--- config.mk ---
export PLATFORM = sky130hd
export DESIGN_NAME = uart_mmio_master_flat
export DESIGN_NICKNAME = d
export VERILOG_FILES = /design/src/rtl/uart_pkg.sv /design/src/rtl/uart_mmio_master_if.sv /design/src/rtl/uart_poll_timer.sv /design/src/rtl/uart_mmio_master.sv /design/src/flat_wrapper.sv
export SDC_FILE = /design/constraint.sdc
export NUM_CORES = 1
export LEC_CHECK = 0
export BUFFER_PORTS_ARGS = -buffer_cell sky130_fd_sc_hd__buf_2
export CELL_PAD_IN_SITES_DETAIL_PLACEMENT = 0
export CELL_PAD_IN_SITES_GLOBAL_PLACEMENT = 1
export CORE_UTILIZATION = 34
export DETAILED_ROUTE_END_ITERATION = 6
export HOLD_SLACK_MARGIN = 0.15
export PLACE_DENSITY_LB_ADDON = 0.1
export SYNTH_ARGS = -nofsm -noshare
export SYNTH_HDL_FRONTEND = slang
export SYNTH_HIERARCHICAL = 1
export SYNTH_SLANG_ARGS = --single-unit
--- constraint.sdc ---
create_clock -name clk -period 2.8 [get_ports clk]
set_clock_uncertainty 0.1 [all_clocks]
set_input_delay 0.42 -clock clk [delete_from_list [all_inputs] [get_ports clk]]
set_output_delay 0.42 -clock clk [all_outputs]
set_load 0.02 [all_outputs]
--- src/rtl/uart_pkg.sv ---
// Shared definitions for the UART MMIO master.
// Holds the peripheral register word indices, the FSM state encoding, the
// arbitration grant type and a helper that flags the polling (wait) states.
package uart_pkg;

    // Word indices into the UART peripheral register window.
    localparam int unsigned UART_TX_DATA = 1;
    localparam int unsigned UART_TX_SEND = 2;
    localparam int unsigned UART_TX_FIN  = 3;
    localparam int unsigned UART_RX_DATA = 4;
    localparam int unsigned UART_RX_FLAG = 5;
    localparam int unsigned UART_RX_CLR  = 6;
    localparam int unsigned UART_TX_BUSY = 7;

    typedef enum logic [3:0] {
        StIdle,
        StRxPoll,
        StRxRead,
        StRxClrSet,
        StRxClrWait,
        StRxClrRel,
        StTxLoad,
        StTxStart,
        StTxWaitFin,
        StTxStop,
        StTxWaitIdle
    } state_e;

    // Side that was serviced most recently; used to alternate TX and RX.
    typedef enum logic {
        GrantTx,
        GrantRx
    } grant_e;

    // States that poll a status word and are guarded by the timeout counter.
    function automatic logic is_wait_state(state_e s);
        return (s == StRxClrWait) || (s == StTxWaitFin) || (s == StTxWaitIdle);
    endfunction

endpackage

--- src/rtl/uart_mmio_master_if.sv ---
// Memory-mapped bus between the MMIO master and the UART peripheral.
//   wd      : write data (master -> peripheral)
//   address : word index, 0..7, upper bits zero (master -> peripheral)
//   we      : one-cycle write enable (master -> peripheral)
//   rd      : combinational read data for the current address (peripheral -> master)
interface uart_mmio_master_if #(
    parameter int unsigned DATA_WIDTH = 32
);
    logic [DATA_WIDTH-1:0] wd;
    logic [DATA_WIDTH-1:0] address;
    logic                  we;
    logic [DATA_WIDTH-1:0] rd;

    modport master (
        output wd,
        output address,
        output we,
        input  rd
    );

    modport slave (
        input  wd,
        input  address,
        input  we,
        output rd
    );
endinterface

--- src/rtl/uart_poll_timer.sv ---
// Timeout counter shared by every polling state of the MMIO master.
//   clk, rst_n : clock and asynchronous active-low reset
//   load       : clear the count (asserted on entry to a wait state)
//   en         : the FSM is currently in a wait state; count one cycle
//   expired    : the current cycle is the TIMEOUT_CYCLES-th cycle of the wait
module uart_poll_timer #(
    parameter int unsigned TIMEOUT_CYCLES = 1048576,
    parameter int unsigned CNT_W          = 21
) (
    input  logic clk,
    input  logic rst_n,
    input  logic load,
    input  logic en,
    output logic expired
);

    localparam logic [CNT_W-1:0] LastCount = CNT_W'(TIMEOUT_CYCLES - 1);

    logic [CNT_W-1:0] cnt_q, cnt_d;

    // cnt_q is 0 in the first cycle of a wait, so the wait lasts exactly
    // TIMEOUT_CYCLES cycles when it expires.
    assign expired = en && (cnt_q == LastCount);

    always_comb begin
        cnt_d = cnt_q;
        if (load) begin
            cnt_d = '0;
        end else if (en && !expired) begin
            cnt_d = cnt_q + 1'b1;
        end
    end

    always_ff @(posedge clk or negedge rst_n) begin
        if (!rst_n) begin
            cnt_q <= '0;
        end else begin
            cnt_q <= cnt_d;
        end
    end

endmodule

--- src/rtl/uart_mmio_master.sv ---
// Hardware bus initiator for the UART peripheral register window.
// Moves client TX bytes into the UART and received bytes out of it, without CPU polling.
//   clk, rst_n  : clock and asynchronous active-low reset
//   tx_byte     : byte to transmit, taken when tx_valid && tx_ready
//   tx_valid    : tx_byte is valid
//   tx_ready    : one-entry holding register is empty
//   rx_byte     : last received byte
//   rx_valid    : one-cycle strobe, rx_byte is new
//   timeout_err : sticky, set on any poll timeout, cleared only by reset
//   bus         : wd/address/we outputs (registered) and combinational rd input
module uart_mmio_master
    import uart_pkg::*;
#(
    parameter int unsigned DATA_WIDTH     = 32,
    parameter int unsigned TIMEOUT_CYCLES = 1048576,
    parameter int unsigned CNT_W          = 21
) (
    input  logic                clk,
    input  logic                rst_n,
    input  logic [7:0]          tx_byte,
    input  logic                tx_valid,
    output logic                tx_ready,
    output logic [7:0]          rx_byte,
    output logic                rx_valid,
    output logic                timeout_err,
    uart_mmio_master_if.master  bus
);

    state_e                state_q, state_d;
    grant_e                grant_q, grant_d;
    logic                  hold_full_q, hold_full_d;
    logic [7:0]            hold_q, hold_d;
    logic                  tx_abort_q, tx_abort_d;
    logic [7:0]            rx_byte_q, rx_byte_d;
    logic                  rx_valid_q, rx_valid_d;
    logic                  timeout_err_q, timeout_err_d;
    logic [DATA_WIDTH-1:0] wd_q, wd_d;
    logic [DATA_WIDTH-1:0] address_q, address_d;
    logic                  we_q, we_d;

    logic timer_load, timer_en, timer_expired;
    logic rd_bit0;
    logic rd_unused;

    assign rd_bit0   = bus.rd[0];
    assign rd_unused = ^bus.rd[DATA_WIDTH-1:8];

    // ------------------------------------------------------------------
    // Poll timeout counter
    // ------------------------------------------------------------------
    assign timer_load = (state_d != state_q) && is_wait_state(state_d);
    assign timer_en   = is_wait_state(state_q);

    uart_poll_timer #(
        .TIMEOUT_CYCLES (TIMEOUT_CYCLES),
        .CNT_W          (CNT_W)
    ) u_poll_timer (
        .clk     (clk),
        .rst_n   (rst_n),
        .load    (timer_load),
        .en      (timer_en),
        .expired (timer_expired)
    );

    // ------------------------------------------------------------------
    // Sequencer next state
    // ------------------------------------------------------------------
    always_comb begin
        state_d       = state_q;
        grant_d       = grant_q;
        tx_abort_d    = tx_abort_q;
        timeout_err_d = timeout_err_q;

        unique case (state_q)
            StIdle: begin
                // A full hold register goes first only if RX had the last turn,
                // giving strict alternation when both sides are busy.
                if (hold_full_q && (grant_q == GrantRx)) begin
                    state_d = StTxLoad;
                end else begin
                    state_d = StRxPoll;
                end
            end
            StRxPoll: begin
                if (rd_bit0) begin
                    state_d = StRxRead;
                end else begin
                    grant_d = GrantRx;
                    state_d = StIdle;
                end
            end
            StRxRead:   state_d = StRxClrSet;
            StRxClrSet: state_d = StRxClrWait;
            StRxClrWait: begin
                if (!rd_bit0) begin
                    state_d = StRxClrRel;
                end else if (timer_expired) begin
                    timeout_err_d = 1'b1;
                    state_d       = StRxClrRel;
                end
            end
            StRxClrRel: begin
                grant_d = GrantRx;
                state_d = StIdle;
            end
            StTxLoad:  state_d = StTxStart;
            StTxStart: state_d = StTxWaitFin;
            StTxWaitFin: begin
                if (rd_bit0) begin
                    state_d = StTxStop;
                end else if (timer_expired) begin
                    timeout_err_d = 1'b1;
                    tx_abort_d    = 1'b1;
                    state_d       = StTxStop;
                end
            end
            StTxStop: begin
                // After a timeout the byte is dropped: release send and skip the
                // busy wait.
                if (tx_abort_q) begin
                    tx_abort_d = 1'b0;
                    grant_d    = GrantTx;
                    state_d    = StIdle;
                end else begin
                    state_d = StTxWaitIdle;
                end
            end
            StTxWaitIdle: begin
                if (!rd_bit0) begin
                    grant_d = GrantTx;
                    state_d = StIdle;
                end else if (timer_expired) begin
                    timeout_err_d = 1'b1;
                    tx_abort_d    = 1'b1;
                    state_d       = StTxStop;
                end
            end
            default: state_d = StIdle;
        endcase
    end

    // ------------------------------------------------------------------
    // Bus outputs: decoded from the next state and registered, so the
    // address is stable for the whole cycle spent in each state.
    // ------------------------------------------------------------------
    always_comb begin
        address_d = '0;
        wd_d      = '0;
        we_d      = 1'b0;

        unique case (state_d)
            StRxPoll, StRxClrWait: address_d = DATA_WIDTH'(UART_RX_FLAG);
            StRxRead:              address_d = DATA_WIDTH'(UART_RX_DATA);
            StRxClrSet: begin
                we_d      = 1'b1;
                address_d = DATA_WIDTH'(UART_RX_CLR);
                wd_d      = DATA_WIDTH'(1);
            end
            StRxClrRel: begin
                we_d      = 1'b1;
                address_d = DATA_WIDTH'(UART_RX_CLR);
            end
            StTxLoad: begin
                we_d      = 1'b1;
                address_d = DATA_WIDTH'(UART_TX_DATA);
                wd_d      = DATA_WIDTH'(hold_q);
            end
            StTxStart: begin
                we_d      = 1'b1;
                address_d = DATA_WIDTH'(UART_TX_SEND);
                wd_d      = DATA_WIDTH'(1);
            end
            StTxWaitFin: address_d = DATA_WIDTH'(UART_TX_FIN);
            StTxStop: begin
                we_d      = 1'b1;
                address_d = DATA_WIDTH'(UART_TX_SEND);
            end
            StTxWaitIdle: address_d = DATA_WIDTH'(UART_TX_BUSY);
            default: ;
        endcase
    end

    // ------------------------------------------------------------------
    // Holding register and RX capture
    // ------------------------------------------------------------------
    always_comb begin
        hold_full_d = hold_full_q;
        hold_d      = hold_q;
        // TX_LOAD is only entered with a full hold, so no accept can collide.
        if (state_q == StTxLoad) begin
            hold_full_d = 1'b0;
        end else if (tx_valid && !hold_full_q) begin
            hold_full_d = 1'b1;
            hold_d      = tx_byte;
        end
    end

    always_comb begin
        rx_valid_d = (state_q == StRxRead);
        rx_byte_d  = rx_byte_q;
        if (state_q == StRxRead) begin
            rx_byte_d = bus.rd[7:0];
        end
    end

    // ------------------------------------------------------------------
    // State registers
    // ------------------------------------------------------------------
    always_ff @(posedge clk or negedge rst_n) begin
        if (!rst_n) begin
            state_q       <= StIdle;
            grant_q       <= GrantTx;
            hold_full_q   <= 1'b0;
            hold_q        <= '0;
            tx_abort_q    <= 1'b0;
            rx_byte_q     <= '0;
            rx_valid_q    <= 1'b0;
            timeout_err_q <= 1'b0;
            wd_q          <= '0;
            address_q     <= '0;
            we_q          <= 1'b0;
        end else begin
            state_q       <= state_d;
            grant_q       <= grant_d;
            hold_full_q   <= hold_full_d;
            hold_q        <= hold_d;
            tx_abort_q    <= tx_abort_d;
            rx_byte_q     <= rx_byte_d;
            rx_valid_q    <= rx_valid_d;
            timeout_err_q <= timeout_err_d;
            wd_q          <= wd_d;
            address_q     <= address_d;
            we_q          <= we_d;
        end
    end

    assign tx_ready    = !hold_full_q;
    assign rx_byte     = rx_byte_q;
    assign rx_valid    = rx_valid_q;
    assign timeout_err = timeout_err_q;
    assign bus.wd      = wd_q;
    assign bus.address = address_q;
    assign bus.we      = we_q;

endmodule

--- src/flat_wrapper.sv ---
// flat-port wrapper written by rule: the top's interface ports become plain ports
module uart_mmio_master_flat import uart_pkg::*;
#(
    parameter int unsigned DATA_WIDTH     = 32,
    parameter int unsigned TIMEOUT_CYCLES = 1048576,
    parameter int unsigned CNT_W          = 21
)
  (clk, rst_n, tx_byte, tx_valid, tx_ready, rx_byte, rx_valid, timeout_err, bus_wd, bus_address, bus_we, bus_rd);
  uart_mmio_master_if #(.DATA_WIDTH(DATA_WIDTH)) bus_i ();
  input  logic clk;
  input  logic rst_n;
  input  logic [7:0] tx_byte;
  input  logic tx_valid;
  output logic tx_ready;
  output logic [7:0] rx_byte;
  output logic rx_valid;
  output logic timeout_err;
  output wire logic [$bits(bus_i.wd)-1:0] bus_wd;
  output wire logic [$bits(bus_i.address)-1:0] bus_address;
  output wire logic [$bits(bus_i.we)-1:0] bus_we;
  input wire logic [$bits(bus_i.rd)-1:0] bus_rd;
  assign bus_wd = bus_i.wd;
  assign bus_address = bus_i.address;
  assign bus_we = bus_i.we;
  assign bus_i.rd = bus_rd;
  uart_mmio_master #(.DATA_WIDTH(DATA_WIDTH), .TIMEOUT_CYCLES(TIMEOUT_CYCLES), .CNT_W(CNT_W)) u_core (.clk(clk), .rst_n(rst_n), .tx_byte(tx_byte), .tx_valid(tx_valid), .tx_ready(tx_ready), .rx_byte(rx_byte), .rx_valid(rx_valid), .timeout_err(timeout_err), .bus(bus_i));
endmodule
Yosys cells after proc, flatten, opt, wreduce, memory -nomap -nowiden
Index checks and enable logic that the tools add are counted.

Add/subtract/negate cells: 1. Eq/ne operators: 28. Muxes and demuxes: 28. Bitwise gates (word level): 1. Reduce and logical (&&, ||, !) cells: 27.

Operators by type and width (count): $mux W21 (2); $pmux W4 S10 (1); $eq A4 B3 Y1 const B (8); $eq A4 B4 Y1 const B (6); $mux W4 (6); $add A21 B1 Y21 const B (1); $eq A21 B20 Y1 const B (1); $pmux W3 S7 (1); $eq A4 B2 Y1 const B (4); $pmux W8 S2 (1); $mux W1 (12); $reduce_or A2 Y1 (5); $eq A4 B1 Y1 const B (2); $ne A2 B2 Y1 const B (4); $reduce_and A3 Y1 (2); $reduce_bool A2 Y1 (3); $logic_and A1 B1 Y1 (5); $reduce_or A5 Y1 (1); $logic_not A4 Y1 (1); $logic_or A1 B1 Y1 (4); $ne A2 B1 Y1 const B (2); $ne A4 B4 Y1 (1); $pmux W1 S4 (1); $reduce_and A4 Y1 (1); other kinds (9) (10).

Register bits after elaboration: 58. Input bits: 43. Output and inout port bits: 76.

Longest topological paths before layout
Gate-level depths: netlist (run 1).

Depth in word-level cells: 12. Mapped depth: 13. Depth with buffers taken out: 11.

Cells and area by module
The synthesis (run 1) kept the hierarchy.

Modules (own cells, without submodules): uart_mmio_master (times used 1, cells each 197, area an instance 2062.0 um^2); uart_poll_timer (times used 1, cells each 123, area an instance 1204.9 um^2).

Least setup slack after synthesis (run 1)
No wires, ideal clock.

Path kind: register to register. Start point: register u_core.state_q[3]. End point: register u_core.u_poll_timer.cnt_q[20]. Library setup time: 135 ps. Arrival: 2673 ps. Setup slack: -108 ps. Cell stages (with the launch flop): 14. Path buffers: 3. Period minus slack after synthesis: 2908 ps. Path through: dfrtp_1 buf_2 nor2b_1 a21oi_1 nor2_1 buf_2 nand4_1 nor2_1 or3b_2 a21o_1 nand4_1 a221oi_2 clkbuf_1 nor3b_1.

Longest elaborated chain between the ends: 12. Elaborated cells between the ends (all ways): 30.

RTL lines: start: declaration (RTL line uart_mmio_master.sv:29) `state_e state_q, state_d;`; start signal: assignment (RTL line uart_mmio_master.sv:211) `state_q <= StIdle;`; start signal: assignment (RTL line uart_mmio_master.sv:223) `state_q <= state_d;`; $eq A4 B3 Y1 / $eq A4 B4 Y1 (equally long branches) (RTL line uart_pkg.sv:37) `return (s == StRxClrWait) || (s == StTxWaitFin) || (s == StTxWaitIdle);`; $logic_or A1 B1 Y1 (RTL line uart_pkg.sv:37); $logic_or A1 B1 Y1 (*) (RTL line uart_pkg.sv:37); named net u_core.timer_en (RTL line uart_mmio_master.sv:41) `logic timer_load, timer_en, timer_expired;`; $logic_and A1 B1 Y1 (*) (RTL line uart_poll_timer.sv:23) `assign expired = en && (cnt_q == LastCount);`; named net u_core.timer_expired (RTL line uart_mmio_master.sv:41); $mux W4 (on tied branches) (RTL line uart_mmio_master.sv:111, uart_mmio_master.sv:132, uart_mmio_master.sv:97); $mux W4 (on tied branches) (RTL line uart_mmio_master.sv:129, uart_mmio_master.sv:95, uart_mmio_master.sv:109); $pmux W4 S10 (*) (RTL line uart_mmio_master.sv:74) `unique case (state_q)`; $eq A4 B3 Y1 / $eq A4 B4 Y1 (equally long branches) (RTL line uart_pkg.sv:37); $logic_or A1 B1 Y1 (2 in a row) (RTL line uart_pkg.sv:37); $logic_and A1 B1 Y1 (*) (RTL line uart_mmio_master.sv:51) `assign timer_load = (state_d != state_q) && is_wait_state(state_d);`; named net u_core.timer_load (RTL line uart_mmio_master.sv:41); $mux W21 / $reduce_bool A2 Y1 (equally long branches); end signal: assignment (RTL line uart_poll_timer.sv:38) `cnt_q <= cnt_d;`; end: declaration (RTL line uart_poll_timer.sv:19) `logic [CNT_W-1:0] cnt_q, cnt_d;`.

Mark *: on every way through the listed nets, which the timed path passes. The rest lies on a longest branch. A chain may end at the register's enable or synchronous reset.

Worst setup path in the final report (run 1)
Start point: register u_core.u_poll_timer.cnt_q[0]. End point: register u_core.u_poll_timer.cnt_q[6].

Longest elaborated chain between the ends: 10. Elaborated cells between the ends (all ways): 21.

RTL lines (RTL line): $eq A21 B20 Y1 (*) (uart_poll_timer.sv:23); $logic_and A1 B1 Y1 (*) (uart_poll_timer.sv:23); named net u_core.timer_expired (uart_mmio_master.sv:41); $mux W4 (on tied branches) (uart_mmio_master.sv:111, uart_mmio_master.sv:132, uart_mmio_master.sv:97); $mux W4 (on tied branches) (uart_mmio_master.sv:129, uart_mmio_master.sv:95, uart_mmio_master.sv:109); $pmux W4 S10 (*) (uart_mmio_master.sv:74); named net u_core.state_d[0] (uart_mmio_master.sv:29); $eq A4 B3 Y1 / $eq A4 B4 Y1 (equally long branches) (uart_pkg.sv:37); $logic_or A1 B1 Y1 (2 in a row) (uart_pkg.sv:37); $logic_and A1 B1 Y1 (*) (uart_mmio_master.sv:51); named net u_core.timer_load (uart_mmio_master.sv:41); $mux W21 / $reduce_bool A2 Y1 (equally long branches).

Mark *: on every way through the listed nets, which the timed path passes. The rest lies on a longest branch. The select of a mux whose other input is x is not followed.

==> flow_metrics.env, run 1 <==
export IMPL_crit_fanout=11
export IMPL_initial_core_util_pct=35.2
export IMPL_period_share_pct=92.8
export IMPL_synth_top_family_by_area="simple AND/OR/NAND/NOR gates"
export IMPL_max_freq_mhz=385
export IMPL_clockBufferDepth=2
export IMPL_final_core_util_pct=40.4
export IMPL_placed_cells=496
export IMPL_p_leak_nw=1.75
export IMPL_antenna_found_initial=0
export IMPL_setup_tns_ps=0
export IMPL_rrSetupSlack_ps=200
export IMPL_drtIter0Drc=60
export IMPL_drcViolationCount=0
export IMPL_p_total_w=0.00366
export IMPL_cts_sinks=58
export IMPL_ys_flop_type="dfrtp_1"
export IMPL_post_cts_buffers=0
export IMPL_gp_congestion=0.817
export IMPL_synth_xor_area_share_pct=4.56
export IMPL_grt_use_total_pct=14.0
export IMPL_rows=35
export IMPL_synthCells=320
export IMPL_fillers=970
export IMPL_cts_made_buffers=9
export IMPL_synth_fa_ha_area_share_pct=0.383
export IMPL_vias=2279
export IMPL_timing_rr_start="u_core/u_poll_timer/cnt_q[0]"
export IMPL_antenna_left=0
export IMPL_status="completed"
export IMPL_power_density_nw_per_um2=976
export IMPL_critPathArrivalTime_ps=2710
export IMPL_synthDistinctLibCells=57
export IMPL_clk_latency_ps=330
export IMPL_rr_worst_depth=12
export IMPL_multiInputGateArea_sq_um=1510
export IMPL_cts_clk_slew_worst_paths_ps=70
export IMPL_syn_to_final_growth_pct=14.8
export IMPL_syn_area_sq_um=3270
export IMPL_avgSynthCellArea_sq_um=10.2
export IMPL_grt_pass1_vias=2135
export IMPL_endpoint="u_core/u_poll_timer/cnt_q[6]"
export IMPL_wirelength_um=6470
export IMPL_rsz0062_at_grt="false"
export IMPL_synthMuxAreaShare_pct=5.82
export IMPL_fin_crit_ps=2600
export IMPL_drt_vias_per_instance=4.44
export IMPL_maxCapViolCount=0
export IMPL_finalWorstSetupSlack_ps=203
export IMPL_ios=119
export IMPL_grt_overflow=0
export IMPL_critPathKind="flop to flop"
export IMPL_dr_pass1_iters=4
export IMPL_cts_root_buf="clkbuf_8"
export IMPL_final_cell_mix="dfrtp_1, conb_1, buf_2"
export IMPL_synth_seq_area_share_pct=44.4
export IMPL_die_x_um=100
export IMPL_holdCritPathClass="input port to flop"
export IMPL_start_kind="flop"
export IMPL_synth_compound_area_share_pct=11.3
export IMPL_antenna_cells=0
export IMPL_synth_enable_flop_cells=0
export IMPL_stdcell_count=513
export IMPL_grt_max_degree=24
export IMPL_drive_gt1_share_pct=29.2
export IMPL_cp_startpoint="u_core/u_poll_timer/cnt_q[0]"
export IMPL_ir_worst_vdd_v=0.000452
export IMPL_grt_pass1_wl_um=10900
export IMPL_worst_pin_slew_ps=663
export IMPL_area_sequential_sq_um=1450
export IMPL_cts_tree="done"
export IMPL_die_area_sq_um=10000
export IMPL_die_h_um=100
export IMPL_dp_hpwl_um=4620
export IMPL_setup_viol=0
export IMPL_synthArstFlopShare_pct=100
export IMPL_slew_headroom_pct=55.5
export IMPL_final_common_cell="dfrtp_1"
export IMPL_hold_path_depth=2
export IMPL_synth_seq_cells=58
export IMPL_fp_coreArea_sq_um=9280
export IMPL_end_kind="flop"
export IMPL_numPortBuffers=41
export IMPL_reg2reg_to="u_core/u_poll_timer/cnt_q[6]"
export IMPL_hold_viol=0
export IMPL_yosys_warnings=6
export IMPL_cp_required_ps=2920
export IMPL_fin_nets=423
export IMPL_routedWlPerCell_um=12.6
export IMPL_final_max_slew_viol_count=0
export IMPL_dp_slack_ps=175
export IMPL_synthSimpleGateAreaFrac_pct=17.5
export IMPL_ctsHtreeMaxLevel=3
## worst max-delay path: stages (launching register included)
cell	delay (ps)
dfrtp_1	420
ha_1	230
and3_1	210
nand4_1	140
nor2_1	80
buf_4	150
and4b_1	210
a31oi_2	190
a31oi_2	140
a221oi_2	230
buf_6	200
buf_12	130
a21oi_1	40
## registers in the layout (all words and copies together), names as in the netlist
name	cells
u_core/u_poll_timer/cnt_q	21
u_core/bus.wd	8
u_core/hold_q	8
u_core/rx_byte	8
u_core/state_q	4
u_core/bus.address	3
u_core/bus.we	1
u_core/grant_q	1
u_core/hold_full_q	1
u_core/rx_valid	1
u_core/timeout_err	1
u_core/tx_abort_q	1
## per-stage QoR
step / hold slack [ps] / cell area, sq um
after floorplan: 24.4 / 3470
after global placement: 334 / 3520
after detailed placement: 339 / 3520
after CTS: 192 / 3730
after global routing: 200 / 3750
final: 215 / 3750
## worst min path at each step
stage	end	startpoint	slack, ps
floorplan	u_core/bus.address[0]	rst_n	20
finish	u_core/rx_byte[5]	bus_rd[5]	220
global route	u_core/rx_byte[5]	bus_rd[5]	200
CTS	u_core/hold_q[2]	tx_byte[2]	190
detailed placement	u_core/u_poll_timer/cnt_q[0]	rst_n	340
global placement	u_core/u_poll_timer/cnt_q[0]	rst_n	330
## Yosys cell counts, types with 2 or more instances
master / n / area, sq um
dfrtp_1: 58 / 1450
buf_6: 3 / 33.8
or3_1: 3 / 18.8
buf_2: 6 / 30.0
o21ai_0: 7 / 35.0
o21bai_1: 4 / 30.0
nor2b_1: 4 / 25.0
mux2_2: 16 / 180
a31oi_1: 5 / 31.3
and3_1: 4 / 25.0
nand3_1: 5 / 25.0
nor3_1: 5 / 25.0
inv_1: 8 / 30.0
nand2_1: 11 / 41.3
clkbuf_1: 5 / 18.8
a21oi_1: 12 / 60.1
xnor2_1: 10 / 87.6
nor2_1: 29 / 109
nand2b_1: 4 / 25.0
nand4_1: 6 / 37.5
xor2_1: 7 / 61.3
and4_1: 6 / 52.6
and2_1: 7 / 43.8
o211ai_1: 3 / 22.5
a211oi_1: 4 / 30.0
buf_4: 54 / 405
o31a_1: 2 / 17.5
o22ai_1: 3 / 18.8
## final cells by class
type / instances / share of cell area [%]
multi-input combinational: 238 / 40.2
sequential: 58 / 38.7
timing repair buffer: 64 / 10.6
tap: 129 / 4.30
clock buffer: 9 / 3.30
clock inverter: 7 / 2.10
inverter: 8 / 0.801
## per-layer routing
metal	vias to the layer above	share of wire [%]	global-route usage, %
met1	1082	49	19.2
met5	-	0	0
met3	6	4.9	3.83
li1	1127	-	-
met2	64	46	21.2
met4	0	1.0	5.46
## cells by family after synthesis
kind of cell,count (synthesis)
muxes,17
xor gates and xnor gates,17
buffers and inverters,76
adders and majority gates,1
and+or+nand+nor,98
AOI/OAI and AO/OA,52
DFF,58
other,1
## report_power, final
part	switching (W)	internal (W)
Sequential	0.000116	0.00109
Combinational	0.000977	0.000688
Clock	0.000375	0.000416
Total	0.00147	0.00219
## what timing repair did
action | 4_1_cts | 5_1_grt
hold buffers | 1 | 0
gates resized for setup | 0 | 3
setup endpoints to repair | 0 | 13
hold endpoints to repair | 21 | 0
(Power assumes the default switching activity.)
==> inputs of run 2 (changes only) <==
--- a/config.mk
+++ b/config.mk
@@ -10,6 +10,7 @@
 export CELL_PAD_IN_SITES_GLOBAL_PLACEMENT = 1
 export CORE_UTILIZATION = 34
 export DETAILED_ROUTE_END_ITERATION = 6
+export GPL_TIMING_DRIVEN = 0
 export HOLD_SLACK_MARGIN = 0.15
 export PLACE_DENSITY_LB_ADDON = 0.1
 export SYNTH_ARGS = -nofsm -noshare
==> flow_metrics.env, run 2 (synthesis gave the netlist of run 1 again) <==
export IMPL_critical_path_top_delay_family="compound AO/OA/AOI/OAI gates"
export IMPL_hold_path_depth=2
export IMPL_rows=35
export IMPL_max_freq_mhz=368
export IMPL_min_from="tx_byte[6]"
export IMPL_switching_share_pct=38.8
export IMPL_p_leak_nw=2.12
export IMPL_grt_use_total_pct=14.8
export IMPL_stdcell_area_sq_um=4320
export IMPL_holdCritPathClass="input port to flop"
export IMPL_fin_nets=490
export IMPL_fillers=941
export IMPL_ir_worst_vdd_v=0.000459
export IMPL_path_cells="ha_2 > and3_1 > buf_4 > nand4_1 > nor2_4 > buf_4 > and4b_1 > a31oi_2 > a31oi_4 > a221oi_4 > buf_6 > buf_4 > a21oi_1 > o31a_1"
export IMPL_cp_slowest_cell="dfrtp_1"
export IMPL_p_sw_w=0.00158
export IMPL_vias=2505
export IMPL_placed_area_sq_um=3830
export IMPL_final_max_slew_viol_count=0
export IMPL_fin_crit_ps=2720
export IMPL_numPortBuffers=41
export IMPL_final_common_cell="buf_4"
export IMPL_drcViolationCount=0
export IMPL_routedWlPerCell_um=12.1
export IMPL_drive_gt1_share_pct=40.8
export IMPL_worst_path_buf_inv=4
export IMPL_reg2reg_to="u_core/u_poll_timer/cnt_q[15]"
export IMPL_p_total_w=0.00408
export IMPL_crit_fanout=7
export IMPL_p_comb_share_pct=50.5
export IMPL_cts_made_buffers=9
export IMPL_cts_clk_slew_worst_paths_ps=70
export IMPL_top_register="u_core/u_poll_timer/cnt_q"
export IMPL_critPathKind="flop to flop"
export IMPL_hold_slack_ps=206
export IMPL_grt_pass1_wl_um=11400
export IMPL_start_kind="flop"
export IMPL_final_cell_mix="buf_4, dfrtp_1, conb_1"
export IMPL_initial_core_util_pct=35.2
export IMPL_status="completed"
export IMPL_timing_rr_start="u_core/u_poll_timer/cnt_q[0]"
export IMPL_die_x_um=100
export IMPL_cts_sinks=58
export IMPL_drtIter0Drc=70
export IMPL_internal_power_w=0.00250
export IMPL_cts_root_buf="clkbuf_8"
export IMPL_worst_pin_slew_ps=760
export IMPL_cp_common_cell="buf_4"
export IMPL_critPathArrivalTime_ps=2840
export IMPL_slowest_delay_ps=410
export IMPL_ctsHtreeMaxLevel=3
export IMPL_power_density_nw_per_um2=944
export IMPL_antenna_cells=0
export IMPL_cts_tree="done"
export IMPL_multiInputGateArea_sq_um=1560
export IMPL_cp_required_ps=2920
export IMPL_die_area_sq_um=10000
export IMPL_period_share_pct=97.1
export IMPL_fp_coreArea_sq_um=9280
export IMPL_largest_reg_flops=21
export IMPL_gp_congestion=0.817
export IMPL_die_h_um=100
export IMPL_grt_pass1_vias=2340
export IMPL_clockPowerShare_pct=19.2
export IMPL_clk_latency_ps=340
export IMPL_drt_vias_per_instance=4.32
export IMPL_final_core_util_pct=46.5
export IMPL_wirelength_um=7050
export IMPL_grt_overflow=0
export IMPL_clockBufferDepth=2
export IMPL_maxCapViolCount=0
export IMPL_dr_pass1_iters=4
export IMPL_area_sequential_sq_um=1450
export IMPL_antenna_found_initial=0
export IMPL_worstHoldEndpoint="u_core/hold_q[6]"
export IMPL_slew_headroom_pct=49.4
export IMPL_rsz0062_at_grt="true"
export IMPL_syn_to_final_growth_pct=32.2
export IMPL_grt_max_degree=59
export IMPL_rrSetupSlack_ps=80
export IMPL_end_kind="flop"
export IMPL_antenna_left=0
export IMPL_ios=119
export IMPL_setup_viol=0
export IMPL_seq_power_share_pct=30.2
export IMPL_rr_worst_depth=14
export IMPL_dp_hpwl_um=4730
export IMPL_hold_viol=0
-- run 2: cell count changes in the layout (fill, tap and decap cells not counted), sizes merged --
cell / delta
buf: +61
clkbuf: +7
inv: -1
-- run 2: timing repair --
| item | in CTS | in global routing |
|---|---|---|
| setup endpoints to repair | 27 | 23 |
| setup buffers | 9 | 13 |
| gates resized for setup | 14 | 16 |
| pin swaps | 5 | 8 |
| hold buffers | 0 | 1 |
| endpoints found under the hold margin | 0 | 58 |
| cloned | 2 | 0 |
-- run 2: worst max-delay path by stage --
stage                     slack (ps)                         start                             to  cells past startpoint
after floorplan                   60             u_core/state_q[3]  u_core/u_poll_timer/cnt_q[20]                     13
after global placement          -840             u_core/state_q[3]  u_core/u_poll_timer/cnt_q[20]                     13
after detailed placement        -790             u_core/state_q[3]  u_core/u_poll_timer/cnt_q[20]                     13
after CTS                        -80             u_core/state_q[2]  u_core/u_poll_timer/cnt_q[15]                     15
after global routing             -70             u_core/state_q[2]  u_core/u_poll_timer/cnt_q[15]                     15
final                             80  u_core/u_poll_timer/cnt_q[0]  u_core/u_poll_timer/cnt_q[15]                     14
-- run 2: power groups by stage --
stage / logic [W] / registers (W) / clock network (W)
after floorplan: 0.00102 / 0.00137 / 0
after global placement: 0.00159 / 0.00122 / 0
after detailed placement: 0.00160 / 0.00122 / 0
after CTS: 0.00183 / 0.00124 / 0.000817
after global routing: 0.00225 / 0.00127 / 0.000846
final: 0.00206 / 0.00123 / 0.000784
-- run 2: cell type report --
cell class	count	area share, %
multi-input cells	238	36.1
flip-flops and latches	58	33.6
inverters	8	0.753
plain buffers	66	11.9
well taps	129	3.74
clock inverters	6	1.54
clock buffers	10	3.19
repair buffers	65	9.15
-- run 2: per-stage QoR --
stage	std cells	setup TNS, ps	worst slack [ps]
after floorplan	372	0	62.4
final	580	0	81.2
after CTS	566	-1420	-81.6
after detailed placement	542	-17930	-792
after global routing	580	-502	-73.0
after global placement	542	-18720	-840
-- run 2: routing by layer --
layer,GRT usage (%),vias to the layer above,wire [um]
met2,23.9,63,3380
met4,6.02,0,100
li1,-,1254,-
met5,0,-,0
met3,4.18,10,350
met1,18.9,1178,3220
==> inputs of run 3 (changes only) <==
--- a/config.mk
+++ b/config.mk
@@ -8,12 +8,10 @@
 export BUFFER_PORTS_ARGS = -buffer_cell sky130_fd_sc_hd__buf_2
 export CELL_PAD_IN_SITES_DETAIL_PLACEMENT = 0
 export CELL_PAD_IN_SITES_GLOBAL_PLACEMENT = 1
-export CORE_UTILIZATION = 34
+export CORE_UTILIZATION = 33
 export DETAILED_ROUTE_END_ITERATION = 6
-export GPL_TIMING_DRIVEN = 0
 export HOLD_SLACK_MARGIN = 0.15
 export PLACE_DENSITY_LB_ADDON = 0.1
 export SYNTH_ARGS = -nofsm -noshare
 export SYNTH_HDL_FRONTEND = slang
-export SYNTH_HIERARCHICAL = 1
 export SYNTH_SLANG_ARGS = --single-unit
==> flow_metrics.env, run 3 <==
export IMPL_synth_enable_flop_cells=0
export IMPL_final_common_cell="dfrtp_1"
export IMPL_grt_max_degree=35
export IMPL_status="completed"
export IMPL_synthArstFlopShare_pct=100
export IMPL_start_kind="flop"
export IMPL_numPortBuffers=41
export IMPL_fp_coreArea_sq_um=9280
export IMPL_grt_pass1_wl_um=10600
export IMPL_gp_congestion=0.757
export IMPL_slew_headroom_pct=46.4
export IMPL_post_cts_buffers=0
export IMPL_cts_made_buffers=9
export IMPL_synth_seq_area_share_pct=45.5
export IMPL_synth_common_cells="dfrtp_1, buf_4, nor2_1"
export IMPL_hold_path_depth=2
export IMPL_grt_pass1_vias=2060
export IMPL_ctsHtreeMaxLevel=3
export IMPL_ys_flop_type="dfrtp_1"
export IMPL_end_kind="flop"
export IMPL_synth_top_cell_area_share_pct=45.5
export IMPL_drcViolationCount=0
export IMPL_clk_latency_ps=330
export IMPL_maxCapViolCount=0
export IMPL_yosys_warnings=0
export IMPL_synthDistinctLibCells=53
export IMPL_crit_fanout=21
export IMPL_cts_root_buf="clkbuf_8"
export IMPL_seq_power_share_pct=34.5
export IMPL_switching_share_pct=40.8
export IMPL_ir_worst_vdd_v=0.000521
export IMPL_reg2reg_to="u_core.u_poll_timer.cnt_q[13]"
export IMPL_critical_path_top_delay_family="simple AND/OR/NAND/NOR gates"
export IMPL_rrSetupSlack_ps=380
export IMPL_holdCritPathClass="input port to flop"
export IMPL_path_cells="or3b_4 > a211oi_2 > nand3_2 > and3_1 > o31ai_4 > buf_12 > nor2_1"
export IMPL_vias=2171
export IMPL_p_total_w=0.00362
export IMPL_p_leak_nw=1.73
export IMPL_drt_vias_per_instance=4.39
export IMPL_rr_worst_depth=7
export IMPL_drtIter0Drc=112
export IMPL_wirelength_um=6470
export IMPL_hold_viol=0
export IMPL_final_cell_mix="dfrtp_1, conb_1, buf_2"
export IMPL_initial_core_util_pct=34.3
export IMPL_synthCells=311
export IMPL_die_h_um=100
export IMPL_antenna_found_initial=0
export IMPL_critPathKind="flop to flop"
export IMPL_syn_to_final_growth_pct=12.4
export IMPL_drive_gt1_share_pct=26.0
export IMPL_p_sw_w=0.00148
export IMPL_grt_overflow=0
export IMPL_synth_most_common_cell="dfrtp_1"
export IMPL_dp_hpwl_um=4480
export IMPL_cts_sinks=58
export IMPL_largest_reg_flops=21
export IMPL_top_register="u_core.u_poll_timer.cnt_q"
export IMPL_cp_slowest_cell="dfrtp_1"
export IMPL_dr_pass1_iters=4
export IMPL_cts_tree="done"
export IMPL_max_freq_mhz=413
export IMPL_placed_area_sq_um=3380
export IMPL_stdcell_area_sq_um=3580
export IMPL_power_density_nw_per_um2=1010
export IMPL_die_area_sq_um=10100
export IMPL_p_comb_share_pct=44.1
export IMPL_final_max_slew_viol_count=0
export IMPL_rows=35
export IMPL_fin_nets=405
export IMPL_period_share_pct=86.5
export IMPL_routedWlPerCell_um=13.1
export IMPL_internal_power_w=0.00214
export IMPL_endpoint="u_core.u_poll_timer.cnt_q[13]"
export IMPL_antenna_left=0
export IMPL_critPathArrivalTime_ps=2540
export IMPL_cp_depth=7
export IMPL_worst_path_buf_inv=1
export IMPL_clockPowerShare_pct=21.4
export IMPL_syn_area_sq_um=3190
export IMPL_cp_required_ps=2920
export IMPL_final_core_util_pct=38.6
export IMPL_cp_startpoint="u_core.state_q[2]"
export IMPL_hold_slack_ps=212
export IMPL_synth_top_cell_by_area="dfrtp_1"
export IMPL_clockBufferDepth=2
export IMPL_die_x_um=100
export IMPL_rsz0062_at_grt="false"
export IMPL_grt_use_total_pct=14.0
export IMPL_cts_clk_slew_worst_paths_ps=70
export IMPL_setup_viol=0
export IMPL_fin_crit_ps=2420
export IMPL_synth_seq_cells=58
export IMPL_antenna_cells=0
export IMPL_avgSynthCellArea_sq_um=10.3
export IMPL_ios=119
export IMPL_worst_pin_slew_ps=804
export IMPL_timing_rr_start="u_core.state_q[2]"
export IMPL_setup_tns_ps=0
export IMPL_slowest_delay_ps=530
export IMPL_synth_area_leaders="dfrtp_1, buf_4, mux2_2"
export IMPL_cts_resized=0
==> run 3: metal layers <==
metal | part of all wire (%) | track usage (%)
met5 | 0 | 0
met2 | 44 | 20.1
met1 | 49 | 18.9
met4 | 0.93 | 4.68
met3 | 5.7 | 5.85
==> run 3: stage by stage <==
stage                     setup WS (ps)  instances
final                               378        495
after global routing                230        495
after CTS                           372        495
after detailed placement            399        478
after global placement              383        478
after floorplan                     672        363
==> run 3: final cells by class <==
type                            instances  area (sq um)
Clock buffer                           10           128
Multi-Input combinational cell        237          1470
Fill cell                             951          5700
Tap cell                              129           161
Timing Repair Buffer                   51           295
Sequential cell                        58          1450
Inverter                                4          15.0
Clock inverter                          6          67.6
==> run 3: timing repair <==
action                                  CTS  global route
hold endpoints to repair                 32             0
hold buffers                              1             0
endpoints found under the setup margin    0             0
==> run 3: power by group through the flow <==
stage	clock network, W	logic (W)	registers (W)
6_report	0.000774	0.00160	0.00125
5_1_grt	0.000846	0.00175	0.00129
4_1_cts	0.000812	0.00162	0.00126
3_5_place_dp	0	0.00161	0.00127
3_3_place_gp	0	0.00161	0.00126
2_1_floorplan	0	0.00106	0.00137
==> run 3: worst register-to-register path, cell delays in order (launching register included) <==
cell	delay (ps)
dfrtp_1	530
or3b_4	440
a211oi_2	320
nand3_2	170
and3_1	240
o31ai_4	220
buf_12	200
nor2_1	70
==> run 3: kinds of logic (layout without fill, tap and decap cells) <==
group	after synthesis	after routing	share of synthesized area, %
simple gates	102	102	17.9
buf+inv	68	71	14.6
mux	17	17	5.97
fa+ha+maj	1	1	0.392
flops	58	58	45.5
other cells	1	53	0.118
xor+xnor	18	18	4.95
compound gates	46	46	10.6
==> run 3: how the worst min path moves through the flow <==
stage	slack, ps	endpoint	from
global route	180	u_core.rx_byte[1]	bus_rd[1]
floorplan	20	u_core.bus.address[0]	rst_n
detailed placement	360	u_core.timeout_err	u_core.timeout_err
CTS	190	u_core.hold_q[7]	tx_byte[7]
finish	210	u_core.hold_q[7]	tx_byte[7]
global placement	350	u_core.timeout_err	u_core.timeout_err
